### src/rtl/shift_add_mult_if.sv
// shift_add_mult_if: operand/result valid-ready bundle for shift_add_mult_seq; signed_mode exists only under SHIFT_ADD_SIGNED_EN
interface shift_add_mult_if #(parameter int M = 8, parameter int N = 8);
  logic in_valid;
  logic in_ready;
  logic [M-1:0] A;
  logic [N-1:0] B;
  logic out_valid;
  logic out_ready;
  logic [M+N-1:0] C;
`ifdef SHIFT_ADD_SIGNED_EN
  logic signed_mode;
  modport master (output in_valid, A, B, out_ready, signed_mode, input in_ready, out_valid, C);
  modport slave (input in_valid, A, B, out_ready, signed_mode, output in_ready, out_valid, C);
`else
  modport master (output in_valid, A, B, out_ready, input in_ready, out_valid, C);
  modport slave (input in_valid, A, B, out_ready, output in_ready, out_valid, C);
`endif
endinterface

### src/rtl/shift_add_mult_seq.sv
// shift_add_mult_seq: iterative shift-and-add M x N multiplier, one B bit per clock; SHIFT_ADD_SIGNED_EN adds two's-complement mode
module shift_add_mult_seq #(
  parameter int M = 8,
  parameter int N = 8,
  parameter bit EARLY_EXIT = 1'b1
) (
  input logic clk,
  input logic rst,
  shift_add_mult_if.slave io
);
  localparam int W = M + N;
  localparam int CW = $clog2(N + 1);
  typedef enum logic [1:0] {IDLE, RUN, DONE} state_t;
  state_t state, state_n;
  logic [W-1:0] acc, a_sh, acc_n, a_ext;
  logic [N-1:0] b_sh;
  logic [CW-1:0] cnt;
  logic last, fin, sub;
`ifdef SHIFT_ADD_SIGNED_EN
  logic sgn;
  assign a_ext = io.signed_mode ? {{N{io.A[M-1]}}, io.A} : {{N{1'b0}}, io.A};
  // the final multiplier bit carries negative weight in two's complement
  assign sub = sgn && last;
`else
  assign a_ext = {{N{1'b0}}, io.A};
  assign sub = 1'b0;
`endif
  assign last = cnt == CW'(N - 1);
  assign fin = last || (EARLY_EXIT && (b_sh >> 1) == '0);
  assign acc_n = !b_sh[0] ? acc : sub ? acc - a_sh : acc + a_sh;
  assign io.in_ready = state == IDLE;
  always_comb begin
    state_n = state;
    state_n = state == IDLE ? (io.in_valid ? RUN : IDLE)
            : state == RUN ? (fin ? DONE : RUN)
            : (io.out_valid && io.out_ready ? IDLE : DONE);
  end
  always_ff @(posedge clk) begin
    if (!rst) begin
      state <= IDLE;
      acc <= '0;
      a_sh <= '0;
      b_sh <= '0;
      cnt <= '0;
      io.out_valid <= 1'b0;
      io.C <= '0;
`ifdef SHIFT_ADD_SIGNED_EN
      sgn <= 1'b0;
`endif
    end else begin
      state <= state_n;
      if (state == IDLE && io.in_valid) begin
        acc <= '0;
        a_sh <= a_ext;
        b_sh <= io.B;
        cnt <= '0;
`ifdef SHIFT_ADD_SIGNED_EN
        sgn <= io.signed_mode;
`endif
      end
      if (state == RUN) begin
        acc <= acc_n;
        a_sh <= a_sh << 1;
        b_sh <= b_sh >> 1;
        cnt <= cnt + CW'(1);
      end
      // first DONE cycle captures the product; out_valid follows one edge after RUN ends
      if (state == DONE) begin
        if (!io.out_valid) begin
          io.C <= acc;
          io.out_valid <= 1'b1;
        end else if (io.out_ready) begin
          io.out_valid <= 1'b0;
        end
      end
    end
  end
endmodule

### src/flat_wrapper.sv
// flat-port wrapper written by rule: the top's interface ports become plain ports
module shift_add_mult_seq_flat 
#(
  parameter int M = 8,
  parameter int N = 8,
  parameter bit EARLY_EXIT = 1'b1
)
  (clk, rst, io_in_valid, io_A, io_B, io_out_ready, io_in_ready, io_out_valid, io_C);
  shift_add_mult_if #(.M(M), .N(N)) io_i ();
  input logic clk;
  input logic rst;
  input wire logic [$bits(io_i.in_valid)-1:0] io_in_valid;
  input wire logic [$bits(io_i.A)-1:0] io_A;
  input wire logic [$bits(io_i.B)-1:0] io_B;
  input wire logic [$bits(io_i.out_ready)-1:0] io_out_ready;
  output wire logic [$bits(io_i.in_ready)-1:0] io_in_ready;
  output wire logic [$bits(io_i.out_valid)-1:0] io_out_valid;
  output wire logic [$bits(io_i.C)-1:0] io_C;
  assign io_i.in_valid = io_in_valid;
  assign io_i.A = io_A;
  assign io_i.B = io_B;
  assign io_i.out_ready = io_out_ready;
  assign io_in_ready = io_i.in_ready;
  assign io_out_valid = io_i.out_valid;
  assign io_C = io_i.C;
  shift_add_mult_seq #(.M(M), .N(N), .EARLY_EXIT(EARLY_EXIT)) u_core (.clk(clk), .rst(rst), .io(io_i));
endmodule
### config.mk
export PLATFORM = sky130hd
export DESIGN_NAME = shift_add_mult_seq_flat
export DESIGN_NICKNAME = d
export VERILOG_FILES = /design/src/rtl/shift_add_mult_if.sv /design/src/rtl/shift_add_mult_seq.sv /design/src/flat_wrapper.sv
export SDC_FILE = /design/constraint.sdc
export NUM_CORES = 1
export LEC_CHECK = 0
export CORE_MARGIN = 4
export CORE_UTILIZATION = 60
export CTS_CLUSTER_SIZE = 8
export DETAILED_ROUTE_END_ITERATION = 7
export HOLD_SLACK_MARGIN = 0.1
export MAX_ROUTING_LAYER = met4
export PLACE_DENSITY_LB_ADDON = 0.08
export SETUP_SLACK_MARGIN = 0.15
export SLEW_MARGIN = 20
export SYNTH_ARGS = -nofsm -noshare
export SYNTH_HDL_FRONTEND = slang
export SYNTH_SLANG_ARGS = --single-unit
### constraint.sdc
create_clock -name clk -period 3.13 [get_ports clk]
set_clock_uncertainty 0.05 [all_clocks]
set_input_delay 0.626 -clock clk [delete_from_list [all_inputs] [get_ports clk]]
set_output_delay 0.626 -clock clk [all_outputs]
set_load 0.02 [all_outputs]
After elaboration in Yosys (flattened, before gate mapping)
Index checks and enable logic that the tools add are counted.
- $mul: 0
- bitwise operators: 2
- shifts and indexed selects: 0
- add/sub/neg operators: 2
- $lt $le $gt $ge: 0
- div/mod/pow operators: 0
- muxes and demuxes: 16
- equality and inequality tests: 4
- reduce and logical (&&, ||, !) cells: 9
- operators with widths (operator ; number):
    2-to-1 mux 16 bit ; 5
    adder 16 bit ; 1
    2-to-1 mux 7 bit ; 2
    zero test 8 bit ; 1
    2-to-1 mux 2 bit ; 4
    2-to-1 mux 4 bit ; 2
    adder 4 x 1 -> 4 bit, second input constant ; 1
    equality test 4 x 3 -> 1 bit, second input constant ; 1
    AND reduction 2 bit ; 2
    2-to-1 mux 1 bit ; 3
    equality test 2 x 1 -> 1 bit, second input constant ; 1
    equality test 2 bit, second input constant ; 1
    logical AND 1 bit ; 2
    zero test 2 bit ; 1
    != test 2 x 1 -> 1 bit, second input constant ; 1
    NOT 1 bit ; 2
    nonzero test 2 bit ; 1
    OR reduction 2 bit ; 1
    logical OR 1 bit ; 1
- bits of input ports: 20
- memories kept: 0
- memory bits (writable): 0
- register bits: 63
- word-level logic and storage cells: 42
- bits in latches: 0
- memory bits (read-only): 0
- output and inout bits: 18

Depth between registers and ports, before layout
Gate-level depths: netlist of the first run.
- depth in word-level cells: 5
- mapped depth: 9
- gate-level depth less buffers: 9

Worst setup path before layout of the first run
No wires, ideal clock.
- kind: register to register
- start: register u_core.a_sh[1]
- end: register u_core.acc[11]
- clock period less this slack: 1.945 ns
- required time: 2.963 ns
- setup time: 0.117 ns
- stages on the path, launching flop included: 8
- data arrival time: 1.778 ns
- slack: 1.185 ns
- path buffers: 0
- path through: dfxtp_1 ha_1 a21o_1 and4_1 o211ai_2 a21oi_1 or3_1 a32o_1
- longest elaborated chain between the ends: 3
- RTL lines (what ; RTL line ; text):
    start, declared ; shift_add_mult_seq.sv:15 ; logic [W-1:0] acc, a_sh, acc_n, a_ext;
    start signal, assigned ; shift_add_mult_seq.sv:54 ; a_sh <= a_ext;
    start signal, assigned ; shift_add_mult_seq.sv:63 ; a_sh <= a_sh << 1;
    adder 16 bit ; shift_add_mult_seq.sv:30 ; assign acc_n = !b_sh[0] ? acc : sub ? acc - a_sh : acc + a_sh;
    2-to-1 mux 16 bit ; shift_add_mult_seq.sv:30 ;
    2-to-1 mux 16 bit ; shift_add_mult_seq.sv:61 ; if (state == RUN) begin
    end signal, assigned ; shift_add_mult_seq.sv:62 ; acc <= acc_n;
    end, declared ; shift_add_mult_seq.sv:15 ;
No other way between the ends. The select of a mux whose other input is x is not followed.
A chain may end at the register's enable or synchronous reset.

Final worst setup path of the first run
- start: register u_core.a_sh[0]
- end: register u_core.acc[12]
The elaborated chain is that of the path after synthesis.

==> results of run 1 <==
## worst max-delay path: cells and delay by family (launching register included)
kind | cells | cell delay [ns]
AO/OA/AOI/OAI | 4 | 0.84
XOR/XNOR | 1 | 0.12
flip-flops | 1 | 0.37
adder cells (fa/ha/maj) | 2 | 0.58
buffers and inverters | 1 | 0.06
AND/OR/NAND/NOR | 1 | 0.16
## layout make-up
class	count	area [µm²]
multi-input cells	292	1810
fillers	423	1380
flip-flops and latches	63	1260
repair buffers	42	408
clock buffers	13	159
well taps	70	87.6
clock inverters	3	17.5
inverters	4	15.0
## cells in the final DEF, fill, tap and decap left out, types with 2 or more instances in the layout
cell type,Yosys,routed
and3_1,2,2
o21a_1,3,3
a21boi_0,39,39
and2_1,6,6
xor2_1,7,7
nor2_1,10,10
o21ai_1,2,2
nand2b_1,3,3
a221o_1,2,2
and4_1,2,2
o21ai_0,21,21
a21oi_1,19,19
xnor2_1,6,6
nand4_1,2,2
ha_1,16,16
o211a_1,2,2
o211ai_1,2,2
dfxtp_1,63,63
nor3_1,4,4
clkdlybuf4s50_1,0,37
clkbuf_1,13,2
a211oi_1,3,3
nor2b_1,8,8
clkbuf_8,0,11
nand2_1,84,84
buf_4,0,5
clkinv_2,0,2
nand3_1,16,16
a22oi_1,13,13
a21o_1,4,4
inv_1,4,4
## path summary, 6_finish.rpt
kind                                 end  cells past startpoint
max          u_core.acc[12]$_SDFFE_PN0P_                      9
min           u_core.cnt[3]$_SDFFE_PN0P_                      1
min reg2reg   u_core.cnt[3]$_SDFFE_PN0P_                      1
max reg2reg  u_core.acc[12]$_SDFFE_PN0P_                      9
## sequential cells by signal, indices dropped and copies added (netlist names)
| signal | flops |
|---|---|
| u_core.b_sh | 8 |
| u_core.acc | 16 |
| u_core.a_sh | 16 |
| u_core.cnt | 4 |
| u_core.state | 2 |
| u_core.io.C | 16 |
| u_core.io.out_valid | 1 |
## layer usage
metal	part of all wire	vias to the layer above
li1	-	1407
met1	0.44	1264
met2	0.48	86
met3	0.056	12
met4	0.021	0
met5	0	-
## cells by family after synthesis
logic type,after synthesis,synth area share
buffers and inverters,26,0.0342
AOI/OAI and AO/OA,118,0.254
muxes,1,0.00314
and+or+nand+nor,143,0.207
adders and majority gates,17,0.0692
xor gates and xnor gates,13,0.0358
DFF,63,0.396
## power by group
group	switching, mW	total, mW	internal [mW]
clock	0.305	0.633	0.328
combinational	0.159	0.260	0.101
sequential	0.0332	0.867	0.834
total	0.497	1.76	1.26
## stage by stage
stage	instance area (µm²)	instances	util	worst slack, ns
floorplan	3180	381	-	1.18
global placement	3580	471	0.697	0.545
detailed placement	3580	471	0.697	0.498
CTS	3760	487	0.732	0.843
global route	3760	487	0.732	0.672
finish	3760	487	0.732	0.832
==> results.toml, run 1 <==
[cts]
ctsResizeCount = 0
clk_latency_ns = 0.34
cts_tree = "yes"
htreeDepth = 3
post_cts_buffers = 0
cts_hold_buf = 0
cts-buffers-inserted = 9
ctsRootBufferMaster = "clkbuf_8"
clock-sinks = 63
clockBufferDepth = 2
path_clk_slew_ns = 0.07

[sta]
hold_ws_ns = 0.401
maxSlewHeadroom = 0.338
tightestPinTransition_ns = 0.990
grt_setup_unrepaired = "false"
fin_tns_setup_ns = 0
fmax_mhz = 435
slew_violations = 0
final.min_clock_period_ns = 2.30
finalCritPeriodShare = 0.734
hold_viol = 0
setup_viol = 0

[critical_path]
crit_slowest_cell = "fa_1"
cp.required_ns = 3.29
end_kind = "register"
crit_fanout = 3
crit_path_start_kind = "register"
rrSetupSlack_ns = 0.83
r2r_start = "u_core.a_sh[0]$_SDFFE_PP0P_"
critPathMaxStageDelay_ns = 0.39
path_cells = "ha_1, inv_1, fa_1, nor2b_1, o211ai_1, a21oi_1, a221o_1, xnor2_1, o21ai_0"
crit_type = "register to register"
crit_start = "u_core.a_sh[0]$_SDFFE_PP0P_"
cp.arrival_ns = 2.46

[yosys]
ys_warn_count = 0
syn_area_per_cell_um2 = 8.35
synth_cell_types = 45
ys_seq_elements = 63
syn-cell-area_um2 = 3180
synthTopCellsByArea = "dfxtp_1 (40%), nand2_1 (9.9%), a21boi_0 (9.2%), ha_1 (6.3%), o21ai_0 (3.3%)"
seq_area_frac_synth = 0.396
synth-edff-count = 0
synth_ff_type = "dfxtp_1"
synthesis.instances = 381
synth_top_area_frac = 0.396
async_reset_ff_frac = 0
synth_common_cells = "nand2_1 (84), dfxtp_1 (63), a21boi_0 (39)"
yosysTopAreaCell = "dfxtp_1"
synth_most_common_cell = "nand2_1"
synthesis.nets = 418

[drt]
ant_nets = 0
drcViolationCount = 0
drt_iter0_markers = 163
via_per_inst = 5.69
firstDrtPassIters = 5
routed_wl_um = 7140
vias = 2769
drt-wirelength-per-cell_um = 14.7

[grt]
grtUsageMet3 = 0.0432
gr-usage-met2 = 0.421
first_global_vias = 2684
grt_use_total = 0.249
grt_use_met1 = 0.290
antenna_found_initial = 0
grt_start_max_net_pins = 33
grt_pass1_wl_um = 12300
overflow = 0
busiest_layer = "met2"

[pwr]
leakage_nw = 1.40
ir_drop_mv = 0.384
p_per_area_nw_per_um2 = 468
finalPower_mw = 1.76

[placed_design]
portBuffers = 37
place_congestion = 0.923
dp.final_hpwl_um = 5180

[floorplanning]
die_x_um = 80.8
num_rows = 26
start_util = 0.619
die_h_um = 80.8
io_pins = 38
fp.coreArea_um2 = 5140
dieArea_um2 = 6530

[layout]
nets = 449
syn_to_final_growth_pct = 18.2
antenna-diode-count = 0
drive_gt1_frac = 0.0600

[run]
cap_violations = 0

[hold_path]
min_from = "u_core.cnt[3]$_SDFFE_PN0P_"
hold_path_class = "register to register"

[run_status]
status = "complete, no violations"
Power figures use the tool's default switching activity.
==> run 2, diff against run 1 <==
--- a/config.mk
+++ b/config.mk
@@ -6,7 +6,7 @@
 export NUM_CORES = 1
 export LEC_CHECK = 0
 export CORE_MARGIN = 4
-export CORE_UTILIZATION = 60
+export CORE_UTILIZATION = 56
 export CTS_CLUSTER_SIZE = 8
 export DETAILED_ROUTE_END_ITERATION = 7
 export HOLD_SLACK_MARGIN = 0.1
==> constraint.sdc (replaced) <==
create_clock -name clk -period 2.3 [get_ports clk]
set_clock_uncertainty 0.05 [all_clocks]
set_input_delay 0.46 -clock clk [delete_from_list [all_inputs] [get_ports clk]]
set_output_delay 0.46 -clock clk [all_outputs]
set_load 0.02 [all_outputs]
==> run 2 against run 1 <==
Against the previous run:
- combinational power up 42%
- register-to-register slack worse by 0.72 ns
- routed wire length up 4.1%
- core utilization down 2.6 points
- critical path type unchanged
- highest routed layer unchanged
==> results.toml, run 2 (same netlist as run 1, synthesis figures left out) <==
[floorplanning]
num_rows = 27
io_pins = 38
start_util = 0.578
dieArea_um2 = 6950
fp.coreArea_um2 = 5510
die_x_um = 83.4
die_h_um = 83.4

[sta]
maxSlewHeadroom = 0.514
fin_tns_setup_ns = 0
hold_ws_ns = 0.412
tightestPinTransition_ns = 0.728
fmax_mhz = 457
grt_setup_unrepaired = "true"
finalCritPeriodShare = 0.952
final.min_clock_period_ns = 2.19
hold_viol = 0
slew_violations = 0
setup_viol = 0

[critical_path]
crit_type = "register to register"
end_kind = "register"
critPathMaxStageDelay_ns = 0.40
r2r-end = "u_core.acc[10]$_SDFFE_PN0P_"
crit_start = "u_core.a_sh[2]$_SDFFE_PN0P_"
rr_worst_depth = 7
rrSetupSlack_ns = 0.11
crit_fanout = 4
path_cells = "ha_1, nor2b_2, o211ai_1, a21oi_2, a311oi_2, xor2_1, o21ai_0"
crit_slowest_cell = "o211ai_1"
cp_top_family = "compound AO/OA/AOI/OAI gates"
crit_buf_inv = 0
cp.arrival_ns = 2.37
cp.required_ns = 2.48
r2r_start = "u_core.a_sh[2]$_SDFFE_PN0P_"
crit_path_start_kind = "register"

[grt]
grt_use_total = 0.222
grt_pass1_wl_um = 12300
overflow = 0
grt_start_max_net_pins = 35
antenna_found_initial = 0
first_global_vias = 2638

[hold_path]
min_from = "u_core.io.C[5]$_SDFFE_PN0P_"
whs_endpoint = "u_core.io.C[5]$_SDFFE_PN0P_"
hold_path_class = "register to register"
hold_depth = 2

[layout]
drive_gt1_frac = 0.109
syn_to_final_growth_pct = 22.1
fin_cells = 493
antenna-diode-count = 0
nets = 453
layout_common_cells = "nand2_1 (84), dfxtp_1 (59), a21boi_0 (39)"
fin_area_um2 = 3880
layout_commonest_cell = "nand2_1"
reg.largest.list = "u_core.a_sh: 16 flops, u_core.acc: 16 flops, u_core.io.C: 16 flops"

[drt]
drcViolationCount = 0
drt-wirelength-per-cell_um = 15.1
vias = 2796
routed_wl_um = 7440
firstDrtPassIters = 4
drt_iter0_markers = 200
ant_nets = 0
via_per_inst = 5.67

[pwr]
leakage_nw = 1.44
finalPower_mw = 2.56
ir_drop_mv = 0.392
p_per_area_nw_per_um2 = 658

[cts]
ctsRootBufferMaster = "clkbuf_8"
htreeDepth = 3
clk_latency_ns = 0.34
cts_hold_buf = 0
clockBufferDepth = 2
path_clk_slew_ns = 0.07
cts-buffers-inserted = 9
clock-sinks = 63
cts_tree = "yes"

[placed_design]
dp.final_hpwl_um = 5290
portBuffers = 37
place_congestion = 0.935
dp_cells = 476
placed_cell_area_um2 = 3610

[run_status]
status = "complete, no violations"

[run]
cap_violations = 0
## run 2: cell types whose count changed in the layout (fill, tap and decap cells not counted), moves of 2 or more
| cell | previous run | this run |
|---|---|---|
| dfxtp_1 | 63 | 59 |
| a211oi_1 | 3 | 1 |
| a21oi_1 | 19 | 15 |
| a21oi_2 | 1 | 5 |
| buf_4 | 5 | 9 |
| dfxtp_2 | 0 | 3 |
| a211oi_2 | 1 | 3 |
## run 2: report_power, final
group / internal, mW / leakage [nW] / switching (mW)
Clock: 0.586 / 0.109 / 0.419
Sequential: 1.14 / 0.513 / 0.0480
Combinational: 0.147 / 0.823 / 0.223
Total: 1.87 / 1.44 / 0.690
## run 2: what timing repair did
item / 4_1_cts / 5_1_grt
cloned: 0 / 0
buffers inserted: 0 / 1
gates resized for setup: 0 / 19
pin swaps: 0 / 5
endpoints found under the setup margin: 1 / 6
## run 2: metal layers
layer / share of wire / GRT usage
met5: 0 / -
met2: 0.47 / 0.348
met4: 0.016 / 0.0996
met3: 0.037 / 0.0387
met1: 0.47 / 0.280
## run 2: how the worst max path moves through the flow
stage / end / slack (ns) / cells after the start
6_report: u_core.acc[10]$_SDFFE_PN0P_ / 0.11 / 7
5_1_grt: u_core.acc[10]$_SDFFE_PN0P_ / 0.04 / 9
4_1_cts: u_core.acc[12]$_SDFFE_PN0P_ / 0.15 / 9
3_5_place_dp: u_core.acc[12]$_SDFFE_PN0P_ / 0.15 / 9
3_3_place_gp: u_core.acc[11]$_SDFFE_PN0P_ / 0.24 / 7
2_1_floorplan: u_core.acc[11]$_SDFFE_PN0P_ / 0.35 / 7
## run 2: layout make-up
class	instances	area, µm²
flip-flops and latches	63	1270
multi-input cells	292	1860
fillers	492	1620
inverters	4	15.0
repair buffers	46	438
clock inverters	3	40.0
well taps	72	90.1
clock buffers	13	169
## run 2: worst register-to-register path, cell delays in order, from the launching register on
cell	delay [ns]
dfxtp_1	0.34
ha_1	0.36
nor2b_2	0.18
o211ai_1	0.40
a21oi_2	0.15
a311oi_2	0.31
xor2_1	0.21
o21ai_0	0.09
## run 2: through the flow
step	worst slack [ns]	util
after floorplan	0.355	-
after global placement	0.244	0.656
after detailed placement	0.152	0.656
after CTS	0.147	0.693
after global routing	0.0450	0.706
final	0.111	0.706
==> run 3, diff against run 2 <==
--- a/config.mk
+++ b/config.mk
@@ -5,6 +5,7 @@
 export SDC_FILE = /design/constraint.sdc
 export NUM_CORES = 1
 export LEC_CHECK = 0
+export ABC_CLOCK_PERIOD_IN_PS = 2300
 export CORE_MARGIN = 4
 export CORE_UTILIZATION = 56
 export CTS_CLUSTER_SIZE = 8
==> results of run 3 <==
Final layout, timing and power as in run 2 (identical DEF).
